==> src/rtl/dhvajanka_pkg.sv <==
// Shared types and constants for the Dhvajanka divider front-end.
// Holds the sequencer state encoding, the result error codes and the two power-of-10 bases.
package dhvajanka_pkg;

    typedef enum logic [2:0] {
        IDLE,
        CLASSIFY,
        ISSUE,
        WAIT,
        RESP
    } prep_state_t;

    typedef enum logic [1:0] {
        ERR_OK      = 2'b00,
        ERR_DIV0    = 2'b01,
        ERR_TIMEOUT = 2'b10
    } err_t;

    localparam logic [7:0] P10_LO = 8'd10;
    localparam logic [7:0] P10_HI = 8'd100;

endpackage

==> src/rtl/dhvajanka_base_select.sv <==
// Combinational base selection for the Dhvajanka divider.
// Maps a divisor to its power-of-10 base, signed difference, iteration count and trivial-case flags.
module dhvajanka_base_select
    import dhvajanka_pkg::*;
#(
    parameter int BASE_THRESH = 32,
    parameter int MAX_ITER    = 3
) (
    input  logic [7:0]        i_divisor,
    output logic [7:0]        o_power10,
    output logic signed [8:0] o_difference,
    output logic [2:0]        o_max_iter,
    output logic              o_is_zero,
    output logic              o_is_one
);

    localparam logic [8:0] THRESH = 9'(BASE_THRESH);
    localparam logic [2:0] ITER   = 3'(MAX_ITER);

    // Both operands are zero-extended to 9 bits, so the subtraction cannot wrap.
    always_comb begin
        o_power10    = ({1'b0, i_divisor} < THRESH) ? P10_LO : P10_HI;
        o_difference = $signed({1'b0, o_power10}) - $signed({1'b0, i_divisor});
        o_max_iter   = (o_difference == 9'sd0) ? 3'd0 : ITER;
        o_is_zero    = (i_divisor == 8'd0);
        o_is_one     = (i_divisor == 8'd1);
    end

endmodule

==> src/rtl/dhvajanka_operand_prep_8bit.sv <==
// Front-end sequencer for the 8-bit Dhvajanka divider: accepts operands, prepares the base,
// starts the compute stage, waits for completion (with timeout) and returns the result.
module dhvajanka_operand_prep_8bit
    import dhvajanka_pkg::*;
#(
    parameter int BASE_THRESH = 32,
    parameter int MAX_ITER    = 3,
    parameter int TIMEOUT     = 64
) (
    input  logic              clk,
    input  logic              rst,
    input  logic              in_valid,
    output logic              in_ready,
    input  logic [7:0]        in_dividend,
    input  logic [7:0]        in_divisor,
    output logic              dv_start,
    output logic [7:0]        dv_dividend,
    output logic [7:0]        dv_power10,
    output logic signed [8:0] dv_difference,
    output logic [2:0]        dv_max_iter,
    input  logic [7:0]        dv_quotient,
    input  logic [7:0]        dv_remainder,
    input  logic              dv_done,
    output logic              out_valid,
    input  logic              out_ready,
    output logic [7:0]        out_quotient,
    output logic [7:0]        out_remainder,
    output logic [1:0]        out_err
);

    localparam int               CNT_W    = $clog2(TIMEOUT);
    localparam logic [CNT_W-1:0] CNT_LAST = CNT_W'(TIMEOUT - 1);

    prep_state_t       r_state;
    prep_state_t       w_state_next;
    logic [7:0]        r_dividend;
    logic [7:0]        r_divisor;
    logic [7:0]        r_power10;
    logic signed [8:0] r_difference;
    logic [2:0]        r_max_iter;
    logic [7:0]        r_quotient;
    logic [7:0]        r_remainder;
    err_t              r_err;
    logic [CNT_W-1:0]  r_cnt;
    logic [CNT_W-1:0]  w_cnt_inc;
    logic              w_timeout;
    logic [7:0]        w_power10;
    logic signed [8:0] w_difference;
    logic [2:0]        w_max_iter;
    logic              w_is_zero;
    logic              w_is_one;

    dhvajanka_base_select #(
        .BASE_THRESH (BASE_THRESH),
        .MAX_ITER    (MAX_ITER)
    ) u_base_select (
        .i_divisor    (r_divisor),
        .o_power10    (w_power10),
        .o_difference (w_difference),
        .o_max_iter   (w_max_iter),
        .o_is_zero    (w_is_zero),
        .o_is_one     (w_is_one)
    );

    // A completion in the same cycle as the last count always takes priority over the timeout.
    assign w_cnt_inc = r_cnt + 1'b1;
    assign w_timeout = !dv_done && (w_cnt_inc == CNT_LAST);

    always_ff @(posedge clk) begin
        if (rst) begin
            r_state <= IDLE;
        end else begin
            r_state <= w_state_next;
        end
    end

    always_comb begin
        w_state_next = r_state;
        in_ready     = 1'b0;
        dv_start     = 1'b0;
        out_valid    = 1'b0;
        case (r_state)
            IDLE: begin
                in_ready = 1'b1;
                if (in_valid) w_state_next = CLASSIFY;
            end
            CLASSIFY: begin
                w_state_next = (w_is_zero || w_is_one) ? RESP : ISSUE;
            end
            ISSUE: begin
                dv_start     = 1'b1;
                w_state_next = WAIT;
            end
            WAIT: begin
                if (dv_done || w_timeout) w_state_next = RESP;
            end
            RESP: begin
                out_valid = 1'b1;
                if (out_ready) w_state_next = IDLE;
            end
            default: w_state_next = IDLE;
        endcase
    end

    // Operand, compute-stage and result registers; all cleared so outputs read 0 after reset.
    always_ff @(posedge clk) begin
        if (rst) begin
            r_dividend   <= 8'd0;
            r_divisor    <= 8'd0;
            r_power10    <= 8'd0;
            r_difference <= 9'sd0;
            r_max_iter   <= 3'd0;
            r_quotient   <= 8'd0;
            r_remainder  <= 8'd0;
            r_err        <= ERR_OK;
            r_cnt        <= '0;
        end else begin
            case (r_state)
                IDLE: begin
                    if (in_valid) begin
                        r_dividend <= in_dividend;
                        r_divisor  <= in_divisor;
                    end
                end
                CLASSIFY: begin
                    if (w_is_zero) begin
                        r_quotient  <= 8'd0;
                        r_remainder <= 8'd0;
                        r_err       <= ERR_DIV0;
                    end else if (w_is_one) begin
                        r_quotient  <= r_dividend;
                        r_remainder <= 8'd0;
                        r_err       <= ERR_OK;
                    end else begin
                        r_power10    <= w_power10;
                        r_difference <= w_difference;
                        r_max_iter   <= w_max_iter;
                    end
                end
                ISSUE: begin
                    r_cnt <= '0;
                end
                WAIT: begin
                    if (dv_done) begin
                        r_quotient  <= dv_quotient;
                        r_remainder <= dv_remainder;
                        r_err       <= ERR_OK;
                    end else if (w_timeout) begin
                        r_quotient  <= 8'd0;
                        r_remainder <= 8'd0;
                        r_err       <= ERR_TIMEOUT;
                    end else begin
                        r_cnt <= w_cnt_inc;
                    end
                end
                default: ;
            endcase
        end
    end

    assign dv_dividend   = r_dividend;
    assign dv_power10    = r_power10;
    assign dv_difference = r_difference;
    assign dv_max_iter   = r_max_iter;
    assign out_quotient  = r_quotient;
    assign out_remainder = r_remainder;
    assign out_err       = r_err;

endmodule

==> config.mk <==
export PLATFORM = sky130hd
export DESIGN_NAME = dhvajanka_operand_prep_8bit
export DESIGN_NICKNAME = d
export VERILOG_FILES = /design/src/rtl/dhvajanka_pkg.sv /design/src/rtl/dhvajanka_base_select.sv /design/src/rtl/dhvajanka_operand_prep_8bit.sv
export SDC_FILE = /design/constraint.sdc
export NUM_CORES = 1
export LEC_CHECK = 0
export ABC_AREA = 1
export CAP_MARGIN = 15
export CORE_MARGIN = 1.5
export CORE_UTILIZATION = 25
export CTS_CLUSTER_DIAMETER = 50
export CTS_CLUSTER_SIZE = 24
export DETAILED_ROUTE_END_ITERATION = 6
export PLACE_DENSITY = 0.49
export SYNTH_ARGS = -nofsm -noshare
export SYNTH_HDL_FRONTEND = slang
export SYNTH_SLANG_ARGS = --single-unit
==> constraint.sdc <==
create_clock -name clk -period 2.28 [get_ports clk]
set_input_delay 0.342 -clock clk [delete_from_list [all_inputs] [get_ports clk]]
set_output_delay 0.342 -clock clk [all_outputs]
set_load 0.01 [all_outputs]
Word-level counts from Yosys, hierarchy flattened
Cells that the tools add are included.
- bits in registers: 63
- input port bits: 37
- output and inout bits: 49
- bitwise gates (word level): 2
- order comparisons: 1
- mux-type cells: 27
- add/sub/neg operators: 2
- reduce and logical (&&, ||, !) cells: 14
- eq/ne operators: 13
- operators with widths (kind ; number):
    8-bit 2-to-1 mux ; 7
    8-bit case mux with 2 select lines ; 2
    3-bit case mux with 5 select lines ; 1
    3-bit 2-to-1 mux ; 4
    6-bit 2-to-1 mux ; 2
    6-bit case mux with 2 select lines ; 1
    3-bit AND reduction ; 4
    2-bit 2-to-1 mux ; 5
    2-bit != test, second input constant ; 5
    9-bit zero test ; 1
    8-bit by 8-bit subtractor with 9-bit output ; 1
    8-bit by 1-bit == test with 1-bit output, second input constant ; 1
    8-bit zero test ; 1
    8-bit by 6-bit less-than comparator with 1-bit output, second input constant ; 1
    7-bit 2-to-1 mux ; 1
    6-bit by 1-bit adder with 6-bit output, second input constant ; 1
    3-bit by 2-bit == test with 1-bit output, second input constant ; 2
    6-bit == test, second input constant ; 1
    3-bit != test, second input constant ; 2
    2-bit case mux with 2 select lines ; 1
    2-bit nonzero test ; 2
    3-bit by 1-bit == test with 1-bit output, second input constant ; 1
    3-bit == test, second input constant ; 1
    3-bit zero test ; 1
    other kinds (6) ; 10

Longest topological paths before layout
Gate-level depths: netlist (run 1).
- depth after elaboration: 6
- mapped depth: 15

Hierarchy
From an unflattened synthesis (run 1), not the netlist that was laid out.
- cell total of the unflattened synthesis: 493
- area, all modules: 3308.2 um^2
- by module, submodules not included (module ; cells each ; times used ; area an instance (um^2)):
    dhvajanka_operand_prep_8bit ; 399 ; 1 ; 2805.2
    dhvajanka_base_select ; 94 ; 1 ; 503.0

Worst setup path before layout (run 1)
No wires, ideal clock.
- path kind: reg-to-reg
- start point: reg r_divisor[7]
- end point: reg r_max_iter[0] (netlist: dv_max_iter[0])
- setup time: 0.117 ns
- setup slack: 0.404 ns
- arrival: 1.759 ns
- stages on the path, launching flop included: 15
- path through: dfxtp_1 -> nor2_2 -> inv_2 -> nor2_4 -> inv_2 -> fa_1 -> nand3b_1 -> nand2_1 -> nand2_1 -> nand2_1 -> nand3_1 -> nor2_1 -> nand3_1 -> nor2_1 -> nor2_1
- longest elaborated chain between the ends: 5
- elaborated cells on any way between the ends: 10
- those cells by class: 1 x add/sub; 1 x order compare; 1 x eq/ne; 2 x mux; 2 x bitwise; 3 x reduce/logical
- ends and longest elaborated chain (item ; line ; RTL):
    from (decl) ; dhvajanka_operand_prep_8bit.sv:37 ; logic [7:0] r_divisor;
    from (signal assigned) ; dhvajanka_operand_prep_8bit.sv:122 ; r_divisor <= in_divisor;
    8-bit by 6-bit less-than comparator with 1-bit output ; dhvajanka_base_select.sv:22 ; o_power10 = ({1'b0, i_divisor} < THRESH) ? P10_LO : P10_HI;
    7-bit 2-to-1 mux ; dhvajanka_base_select.sv:22 ;
    net u_base_select.o_power10[1] ; dhvajanka_base_select.sv:10 ; output logic [7:0] o_power10,
    8-bit by 8-bit subtractor with 9-bit output ; dhvajanka_base_select.sv:23 ; o_difference = $signed({1'b0, o_power10}) - $signed({1'b0, i_divisor});
    9-bit zero test ; dhvajanka_base_select.sv:24 ; o_max_iter = (o_difference == 9'sd0) ? 3'd0 : ITER;
    2-bit 2-to-1 mux ; dhvajanka_base_select.sv:24 ;
    to (signal assigned) ; dhvajanka_operand_prep_8bit.sv:137 ; r_max_iter <= w_max_iter;
    to (decl) ; dhvajanka_operand_prep_8bit.sv:40 ; logic [2:0] r_max_iter;
The timed path passes the listed nets, and every way through them passes these cells.
A chain may end at the register's enable or synchronous reset.

Worst setup path after layout (run 1)
- start point: reg r_state[1]
- end point: out in_ready
- longest elaborated chain between the ends: 2
- ends and longest elaborated chain (item ; line ; RTL):
    from (decl) ; dhvajanka_operand_prep_8bit.sv:34 ; prep_state_t r_state;
    from (signal assigned) ; dhvajanka_operand_prep_8bit.sv:73 ; r_state <= w_state_next;
    3-bit zero test ; dhvajanka_operand_prep_8bit.sv:82 ; case (r_state)
    1-bit 2-to-1 mux ; dhvajanka_operand_prep_8bit.sv:82 ;
    to (decl) ; dhvajanka_operand_prep_8bit.sv:13 ; output logic in_ready,
No other way between the ends.

==> run_results.csv, run 1 <==
group,metric,value,unit
clock_network,path_clk_slew,90,ps
drt,drt-initial-drc-count,95,
worst_setup_path,cp-start-kind,"register",
yosys,ys_types,35,
yosys,synth_edf_count,0,
timing,finalClockSkew,5.66,ps
yosys,ys_ff_latch,55,
hold_path,min_path_type,"reg2reg",
timing,hold_viol,0,
yosys,ys_seq_area_frac,0.402,
timing,max_freq,0.465,GHz
timing,max_slew.worst_pin.slew,574,ps
timing,setup_viol,0,
grt,antenna_found_initial,0,
worst_setup_path,cp-end-kind,"output port",
worst_setup_path,crit_type,"reg2out",
floorplan,pin_count,86,
clock_network,root_buffer,"clkbuf_8",
drt,first_pass_iters,4,
drt,drc,0,
yosys,netlist_area,0.00274,mm^2
placement,port_buffers,81,
yosys,synth_cells,400,
worst_setup_path,crit_start,"r_state[1]",
finish,seqCellArea,0.00110,mm^2
timing,slew_headroom,0.617,
finish,diodes,0,
job,maxCapViolCount,0,
grt,grt_pass1_vias,2502,
clock_network,cts.path.max_buffers,2,
finish,multi_input_area,0.00133,mm^2
drt,vias_per_cell,4.31,
clock_network,cts_tree,"built",
drt,wl,7590,um
drt,final_antenna_net_count,0,
clock_network,cts_made_buffers,5,
pwr,finalPower,3.61,mW
hold_path,hold_depth,2,
floorplan,core_area,0.0107,mm^2
worst_setup_path,cp.required,1940,ps
finish,drive_gt1_frac,0.0545,
yosys,syn_avg_cell_area,6.85,um^2
floorplan,fp.dieArea,0.0116,mm^2
clock_network,clock_latency,310,ps
worst_setup_path,r2r_start,"r_divisor[7]",
clock_network,h-tree-depth,2,
drt,via_count,2662,
drt,wl_per_cell,12.3,um
floorplan,initial_core_util,0.255,
grt,grtUsageTotal,0.134,
timing,rsz0062_at_grt,"false",
floorplan,die_h,108,um
worst_setup_path,reg2reg_depth,15,
grt,grt_max_degree,29,
finish,nets,521,
placement,gp_congestion,0.818,
yosys,async_flop_share,0,
timing,finalSetupTns,0,ps
clock_network,cts_num_sinks,55,
timing,min_period_over_period,0.942,
floorplan,std_cell_rows,38,
finish,area_growth,36.3,%
worst_setup_path,worstPathMaxFanout,10,
pwr,power_density,966,mW/mm^2
pwr,ir_worst_vdd,0.342,mV
grt,overflow,0,
pwr,power_leakage,1.53,nW
placement,hpwlAfterDp,5670,um
timing,maxSlewViolCount,0,
floorplan,die_w,108,um
grt,grt_pass1_wl,12300,um
yosys,yosysWarnings,0,
yosys,ys.flop_type,"dfxtp_1",
finish,nFillCells,1188,
worst_setup_path,arrival,1810,ps
hold_path,hold_start,"out_err[0]",
timing,period_minus_slack,2150,ps
run_status,outcome,"complete, no violations",
[final timing paths]
path / to / slack [ps]
hold reg to reg: out_err[0] / 470
setup / recovery: in_ready / 130
setup reg to reg: dv_max_iter[0] / 220
hold / removal: out_err[0] / 470
[cells by family after synthesis]
group | Yosys count | share of synthesized area
compound gates | 68 | 0.132
xor+xnor | 1 | 0.00320
fa+ha+maj | 8 | 0.0393
buf+inv | 70 | 0.118
flops | 55 | 0.402
other cells | 1 | 0.00137
simple gates | 197 | 0.303
[metal layers]
metal | vias up | routed length [um] | track usage
met5 | - | 0 | 0
met4 | 0 | 76 | 0.0338
met3 | 6 | 420 | 0.0242
met2 | 73 | 3410 | 0.219
met1 | 1179 | 3680 | 0.183
li1 | 1404 | - | -
[state kept, by name (all words and copies together) (netlist names)]
register and count:
r_cnt 6, dv_difference 9, r_state 3, r_divisor 8, dv_dividend 8, out_err 2, out_quotient 8, dv_max_iter 1
dv_power10 2, out_remainder 8
[cell usage after synthesis, drive strengths merged (2+ instances only)]
cell | count | area share
nor2 | 48 | 0.070
a31oi | 2 | 0.0046
nor3 | 10 | 0.018
inv | 47 | 0.064
o21ai | 20 | 0.037
nand2 | 109 | 0.15
nand4 | 4 | 0.0091
nand3 | 22 | 0.042
a21oi | 43 | 0.083
buf | 16 | 0.041
dfxtp | 55 | 0.40
clkbuf | 6 | 0.012
ha | 7 | 0.032
[metrics by stage]
step | worst slack [ps] | area [um^2] | utilization | hold WS, ps | instances
floorplan | 404 | 2750 | - | 454 | 403
global placement | 245 | 3630 | 0.338 | 453 | 607
detailed placement | 218 | 3630 | 0.338 | 456 | 607
CTS | 95.2 | 3710 | 0.345 | 472 | 615
global route | 1.38 | 3730 | 0.347 | 491 | 617
finish | 132 | 3730 | 0.347 | 469 | 617
[power by group]
part	switching (mW)	internal (mW)	leakage (nW)	total (mW)
clock	0.316	0.217	0.0422	0.533
combinational	1.01	0.770	1.04	1.78
sequential	0.140	1.15	0.449	1.29
[critical path, cell delays in order, from the launching register on]
cell	delay, ps
dfxtp_1	420
inv_1	130
nand2_1	160
clkinvlp_4	230
clkdlybuf4s50_1	550
[area by class of cell]
cell class,count,area share
repair buffers,88,0.231
inverters,48,0.0493
multi-input cells,278,0.356
clock inverters,1,0.00134
well taps,140,0.0469
clock buffers,7,0.0204
flip-flops and latches,55,0.295
[cells in the final DEF, fill, tap and decap left out, types with 4 or more instances in the layout]
master,n
o21ai_0,19
clkbuf_8,5
a21oi_1,42
nand4_1,4
buf_4,7
nor2_1,45
inv_1,44
nor3_1,10
clkdlybuf4s50_1,81
ha_1,7
nand2_1,107
dfxtp_1,55
nand3_1,21
conb_1,4
[repair_timing]
item | CTS | global route
hold buffers | 0 | 0
endpoints found under the setup margin | 0 | 3
resized for setup | 0 | 3
setup buffers | 0 | 2
Note: power is estimated with default switching activity, not from simulation.
==> run 2: changes to the inputs <==
==> constraint.sdc (replaced) <==
create_clock -name clk -period 2.6 [get_ports clk]
set_input_delay 0.39 -clock clk [delete_from_list [all_inputs] [get_ports clk]]
set_output_delay 0.39 -clock clk [all_outputs]
set_load 0.01 [all_outputs]
==> run_results.csv, run 2 (synthesized netlist as in run 1, its figures left out) <==
group,metric,value,unit
run_status,outcome,"complete, no violations",
clock_network,path_clk_slew,100,ps
worst_setup_path,crit_start,"r_state[1]",
finish,final_common_cell,"nand2_1",
pwr,power.internal,1.87,mW
finish,multi_input_area,0.00133,mm^2
worst_setup_path,rrSetupSlack,490,ps
clock_network,h-tree-depth,2,
clock_network,cts_num_sinks,55,
hold_path,hold_depth,2,
clock_network,holdBufCountCts,0,
timing,min_period_over_period,0.856,
grt,grt_max_degree,29,
timing,finalClockSkew,5.33,ps
finish,layout.cells.non_filler,613,
grt,grt_pass1_vias,2453,
clock_network,clock_latency,310,ps
drt,vias_per_cell,4.32,
pwr,power_density,849,mW/mm^2
worst_setup_path,r2r_start,"r_divisor[7]",
placement,port_buffers,81,
finish,diodes,0,
finish,seqCellArea,0.00110,mm^2
clock_network,cts_made_buffers,5,
worst_setup_path,arrival,1840,ps
floorplan,std_cell_rows,38,
worst_setup_path,path_delay_family,"buffers and inverters",
pwr,ir_worst_vdd,0.337,mV
timing,setup_viol,0,
grt,antenna_found_initial,0,
timing,hold_slack,465,ps
timing,period_minus_slack,2230,ps
worst_setup_path,cp-end-kind,"output port",
finish,drive_gt1_frac,0.0465,
pwr,p_seq_frac,0.358,
finish,largest_reg_flops,9,
timing,max_slew.worst_pin.slew,549,ps
drt,first_pass_iters,4,
timing,finalSetupTns,0,ps
placement,gp_congestion,0.876,
worst_setup_path,critPathMaxStageDelay,600,ps
clock_network,post_cts_buffers,0,
pwr,swShare,0.405,
grt,overflow,0,
hold_path,hold_start,"out_err[0]",
floorplan,initial_core_util,0.255,
floorplan,pin_count,86,
placement,hpwlAfterDp,5690,um
grt,grt_pass1_wl,12500,um
worst_setup_path,cp-start-kind,"register",
drt,wl,7570,um
job,maxCapViolCount,0,
drt,drt-initial-drc-count,98,
drt,via_count,2648,
clock_network,cts.path.max_buffers,2,
worst_setup_path,reg2reg_depth,14,
worst_setup_path,cp.required,2210,ps
hold_path,whs_endpoint,"out_err[0]",
floorplan,fp.dieArea,0.0116,mm^2
timing,maxSlewViolCount,0,
hold_path,min_path_type,"reg2reg",
drt,drc,0,
placement,place_area,0.00362,mm^2
worst_setup_path,crit_buf_inv,3,
finish,nets,518,
clock_network,root_buffer,"clkbuf_8",
finish,final_cell_area,0.00371,mm^2
timing,hold_viol,0,
placement,dp.cells,606,
worst_setup_path,reg2reg_to,"dv_max_iter[0]",
finish,nFillCells,1196,
finish,final_cell_mix,"107 x nand2_1, 81 x clkdlybuf4s50_1, 55 x dfxtp_1",
worst_setup_path,crit_type,"reg2out",
pwr,p_comb_frac,0.488,
floorplan,die_w,108,um
pwr,clockPowerShare,0.153,
clock_network,cts_tree,"built",
floorplan,core_area,0.0107,mm^2
grt,grtUsageTotal,0.136,
pwr,power_leakage,1.52,nW
worst_setup_path,path_cells,"inv_1 -> nand2_1 -> clkinv_1 -> clkdlybuf4s50_1",
worst_setup_path,worstPathMaxFanout,10,
pwr,finalPower,3.15,mW
finish,area_growth,35.5,%
pwr,p_sw,1.28,mW
timing,rsz0062_at_grt,"false",
drt,final_antenna_net_count,0,
worst_setup_path,slowest_stage,"clkdlybuf4s50_1",
timing,slew_headroom,0.634,
timing,max_freq,0.449,GHz
floorplan,die_h,108,um
drt,wl_per_cell,12.4,um
clock_network,cts_resized,0,
-- run 2: worst max path at each step --
stage | end | slack [ps] | depth (start not counted)
after floorplan | dv_max_iter[0] | 720 | 14
after global placement | dv_max_iter[0] | 560 | 14
after detailed placement | dv_max_iter[0] | 520 | 14
after CTS | in_ready | 370 | 4
after global routing | dv_max_iter[0] | 260 | 14
final | in_ready | 370 | 4
-- run 2: area by class of cell --
type	instances	area share
Clock buffer	6	0.0223
Clock inverter	1	0.00135
Inverter	48	0.0486
Multi-Input combinational cell	278	0.357
Sequential cell	55	0.297
Tap cell	140	0.0472
Timing Repair Buffer	85	0.227
-- run 2: worst reg2reg max path, stage by stage (launching register included) --
cell and delay, ps:
dfxtp_1 340, nor2_2 140, inv_2 50, nor2_4 150, inv_2 80, fa_1 400, nand3b_1 210, nand2_1 90
nand2_1 80, nand2_1 90, nand3_1 80, nor2_1 110, nand3_1 70, nor2_1 90, nor2_1 40
-- run 2: power groups by stage --
stage               sequential [mW]  clock, mW  combinational [mW]
floorplan                      1.18          0               0.937
global placement               1.15          0                1.54
detailed placement             1.15          0                1.53
CTS                            1.13      0.516                1.54
global route                   1.15      0.538                1.73
finish                         1.13      0.483                1.54
-- run 2: stage by stage --
| stage | worst slack [ps] | utilization |
|---|---|---|
| after global placement | 559 | 0.337 |
| final | 374 | 0.345 |
| after global routing | 256 | 0.345 |
| after CTS | 365 | 0.345 |
| after floorplan | 724 | - |
| after detailed placement | 521 | 0.337 |
-- run 2: metal layers --
layer  track usage  share of wire  vias to the layer above
met5             0              0                        -
met2         0.214           0.45                       74
met3        0.0248          0.054                        4
met4        0.0404         0.0088                        0
met1         0.189           0.49                     1168
li1              -              -                     1402
==> run 3: changes to the inputs <==
--- a/config.mk
+++ b/config.mk
@@ -12,7 +12,7 @@
 export CTS_CLUSTER_DIAMETER = 50
 export CTS_CLUSTER_SIZE = 24
 export DETAILED_ROUTE_END_ITERATION = 6
-export PLACE_DENSITY = 0.49
+export PLACE_DENSITY = 0.51
 export SYNTH_ARGS = -nofsm -noshare
 export SYNTH_HDL_FRONTEND = slang
 export SYNTH_SLANG_ARGS = --single-unit
==> constraint.sdc (replaced) <==
create_clock -name clk -period 1.9 [get_ports clk]
set_input_delay 0.285 -clock clk [delete_from_list [all_inputs] [get_ports clk]]
set_output_delay 0.285 -clock clk [all_outputs]
set_load 0.01 [all_outputs]
==> run_results.csv, run 3 (synthesized netlist as in run 1, its figures left out) <==
group,metric,value,unit
run_status,outcome,"complete, no violations",
placement,place_area,0.00370,mm^2
finish,final_cell_area,0.00396,mm^2
worst_setup_path,cp.required,2110,ps
finish,final_common_cell,"nand2_1",
pwr,power_density,1190,mW/mm^2
worst_setup_path,arrival,2090,ps
worst_setup_path,cp-end-kind,"register",
timing,rsz0062_at_grt,"true",
drt,final_antenna_net_count,0,
placement,post-place-ws,-47.5,ps
grt,grt_max_degree,28,
drt,first_pass_iters,4,
floorplan,die_w,108,um
timing,maxSlewViolCount,0,
clock_network,cts_made_buffers,5,
hold_path,hold_depth,2,
finish,final_cell_mix,"100 x nand2_1, 79 x clkdlybuf4s50_1, 51 x dfxtp_1",
drt,wl_per_cell,12.8,um
job,maxCapViolCount,0,
grt,grtUsageTotal,0.134,
grt,antenna_found_initial,0,
worst_setup_path,reg2reg_to,"dv_max_iter[0]",
worst_setup_path,r2r_start,"r_divisor[7]",
placement,gp_congestion,0.838,
finish,final_util,0.368,
timing,setup_viol,0,
timing,max_freq,0.532,GHz
hold_path,whs_endpoint,"out_remainder[1]",
clock_network,cts_tree,"built",
finish,nFillCells,1168,
drt,wl,8070,um
clock_network,cts.path.max_buffers,2,
clock_network,root_buffer,"clkbuf_8",
grt,grt_pass1_vias,2574,
worst_setup_path,worstPathMaxFanout,3,
timing,min_period_over_period,0.990,
floorplan,core_area,0.0107,mm^2
pwr,ir_worst_vdd,0.385,mV
hold_path,min_path_type,"reg2reg",
timing,hold_viol,0,
worst_setup_path,rrSetupSlack,20,ps
timing,layout_setup_ws,19.8,ps
worst_setup_path,reg2reg_depth,14,
grt,overflow,0,
hold_path,hold_start,"out_remainder[1]",
pwr,finalPower,4.72,mW
clock_network,cts_num_sinks,55,
clock_network,holdBufCountCts,0,
finish,largest_reg_flops,9,
placement,hpwlAfterDp,5790,um
finish,area_growth,44.5,%
drt,drt-initial-drc-count,120,
grt,grt_pass1_wl,12400,um
floorplan,die_h,108,um
clock_network,clock_latency,310,ps
clock_network,h-tree-depth,2,
drt,drc,0,
drt,via_count,2685,
pwr,power_leakage,1.61,nW
timing,finalClockSkew,6.99,ps
floorplan,initial_core_util,0.255,
floorplan,std_cell_rows,38,
worst_setup_path,crit_type,"reg2reg",
finish,nets,535,
finish,drive_gt1_frac,0.124,
clock_network,path_clk_slew,100,ps
drt,vias_per_cell,4.26,
worst_setup_path,cp-start-kind,"register",
floorplan,fp.dieArea,0.0116,mm^2
floorplan,pin_count,86,
placement,port_buffers,81,
finish,diodes,0,
timing,period_minus_slack,1880,ps
## run 3: changes by cell type in the layout (fill, tap and decap cells not counted), sizes merged
cell	change
dlymetal6s2s	+1
inv	-1
clkdlybuf4s50	-2
buf	+13
clkinvlp	+4
nand2	+2
dlygate4sd2	+1
## run 3: worst max path at each step
stage	start	end	slack [ps]	depth (start not counted)
final	r_divisor[7]	dv_max_iter[0]	20	14
after global placement	r_divisor[7]	dv_max_iter[0]	-10	14
after detailed placement	r_divisor[7]	dv_max_iter[0]	-50	14
after global routing	r_divisor[7]	dv_max_iter[0]	-150	14
after floorplan	r_divisor[7]	dv_max_iter[0]	20	14
after CTS	r_divisor[7]	dv_max_iter[0]	-20	15
## run 3: metrics by stage
| step | hold slack [ps] | setup TNS [ps] | cells |
|---|---|---|---|
| 3_3_place_gp | 450 | -11.9 | 616 |
| 5_1_grt | 481 | -479 | 631 |
| 3_5_place_dp | 451 | -73.6 | 616 |
| 2_1_floorplan | 434 | 0 | 403 |
| 4_1_cts | 468 | -34.3 | 624 |
| 6_report | 470 | 0 | 631 |
## run 3: final cells by class
| type | count | area (um^2) | share of cell area |
|---|---|---|---|
| Timing Repair Buffer | 98 | 940 | 0.237 |
| Clock buffer | 6 | 72.6 | 0.0183 |
| Multi-Input combinational cell | 280 | 1450 | 0.367 |
| Clock inverter | 2 | 12.5 | 0.00316 |
| Timing Repair inverter | 2 | 12.5 | 0.00316 |
| Tap cell | 140 | 175 | 0.0443 |
| Inverter | 48 | 184 | 0.0465 |
| Sequential cell | 55 | 1110 | 0.280 |
## run 3: power by group
part	leakage [nW]	total [mW]	internal, mW	switching, mW
combinational	1.12	2.50	1.12	1.38
clock	0.0412	0.659	0.259	0.400
sequential	0.451	1.56	1.39	0.169
total	1.61	4.72	2.77	1.95
## run 3: per-layer routing
layer / GRT usage / up-vias / wire (um)
met1: 0.179 / 1189 / 3830
li1: - / 1442 / -
met4: 0.0282 / 0 / 72
met3: 0.0236 / 6 / 322
met2: 0.226 / 48 / 3850
met5: 0 / - / 0
## run 3: repair_timing
action | CTS | global route
resized for setup | 4 | 29
cloned | 0 | 4
setup endpoints to repair | 4 | 35
pin swaps | 0 | 4
buffers inserted | 0 | 3
## run 3: critical path, stage by stage (launching register included)
cell,delay (ps)
dfxtp_2,350
nor2_4,110
inv_2,50
nor2_4,90
inv_2,70
fa_2,340
nand3b_1,190
nand2_1,90
nand2_2,60
nand2_1,90
nand2_2,60
nand2_2,80
nand3_1,80
nor2_1,90
nor2_1,40
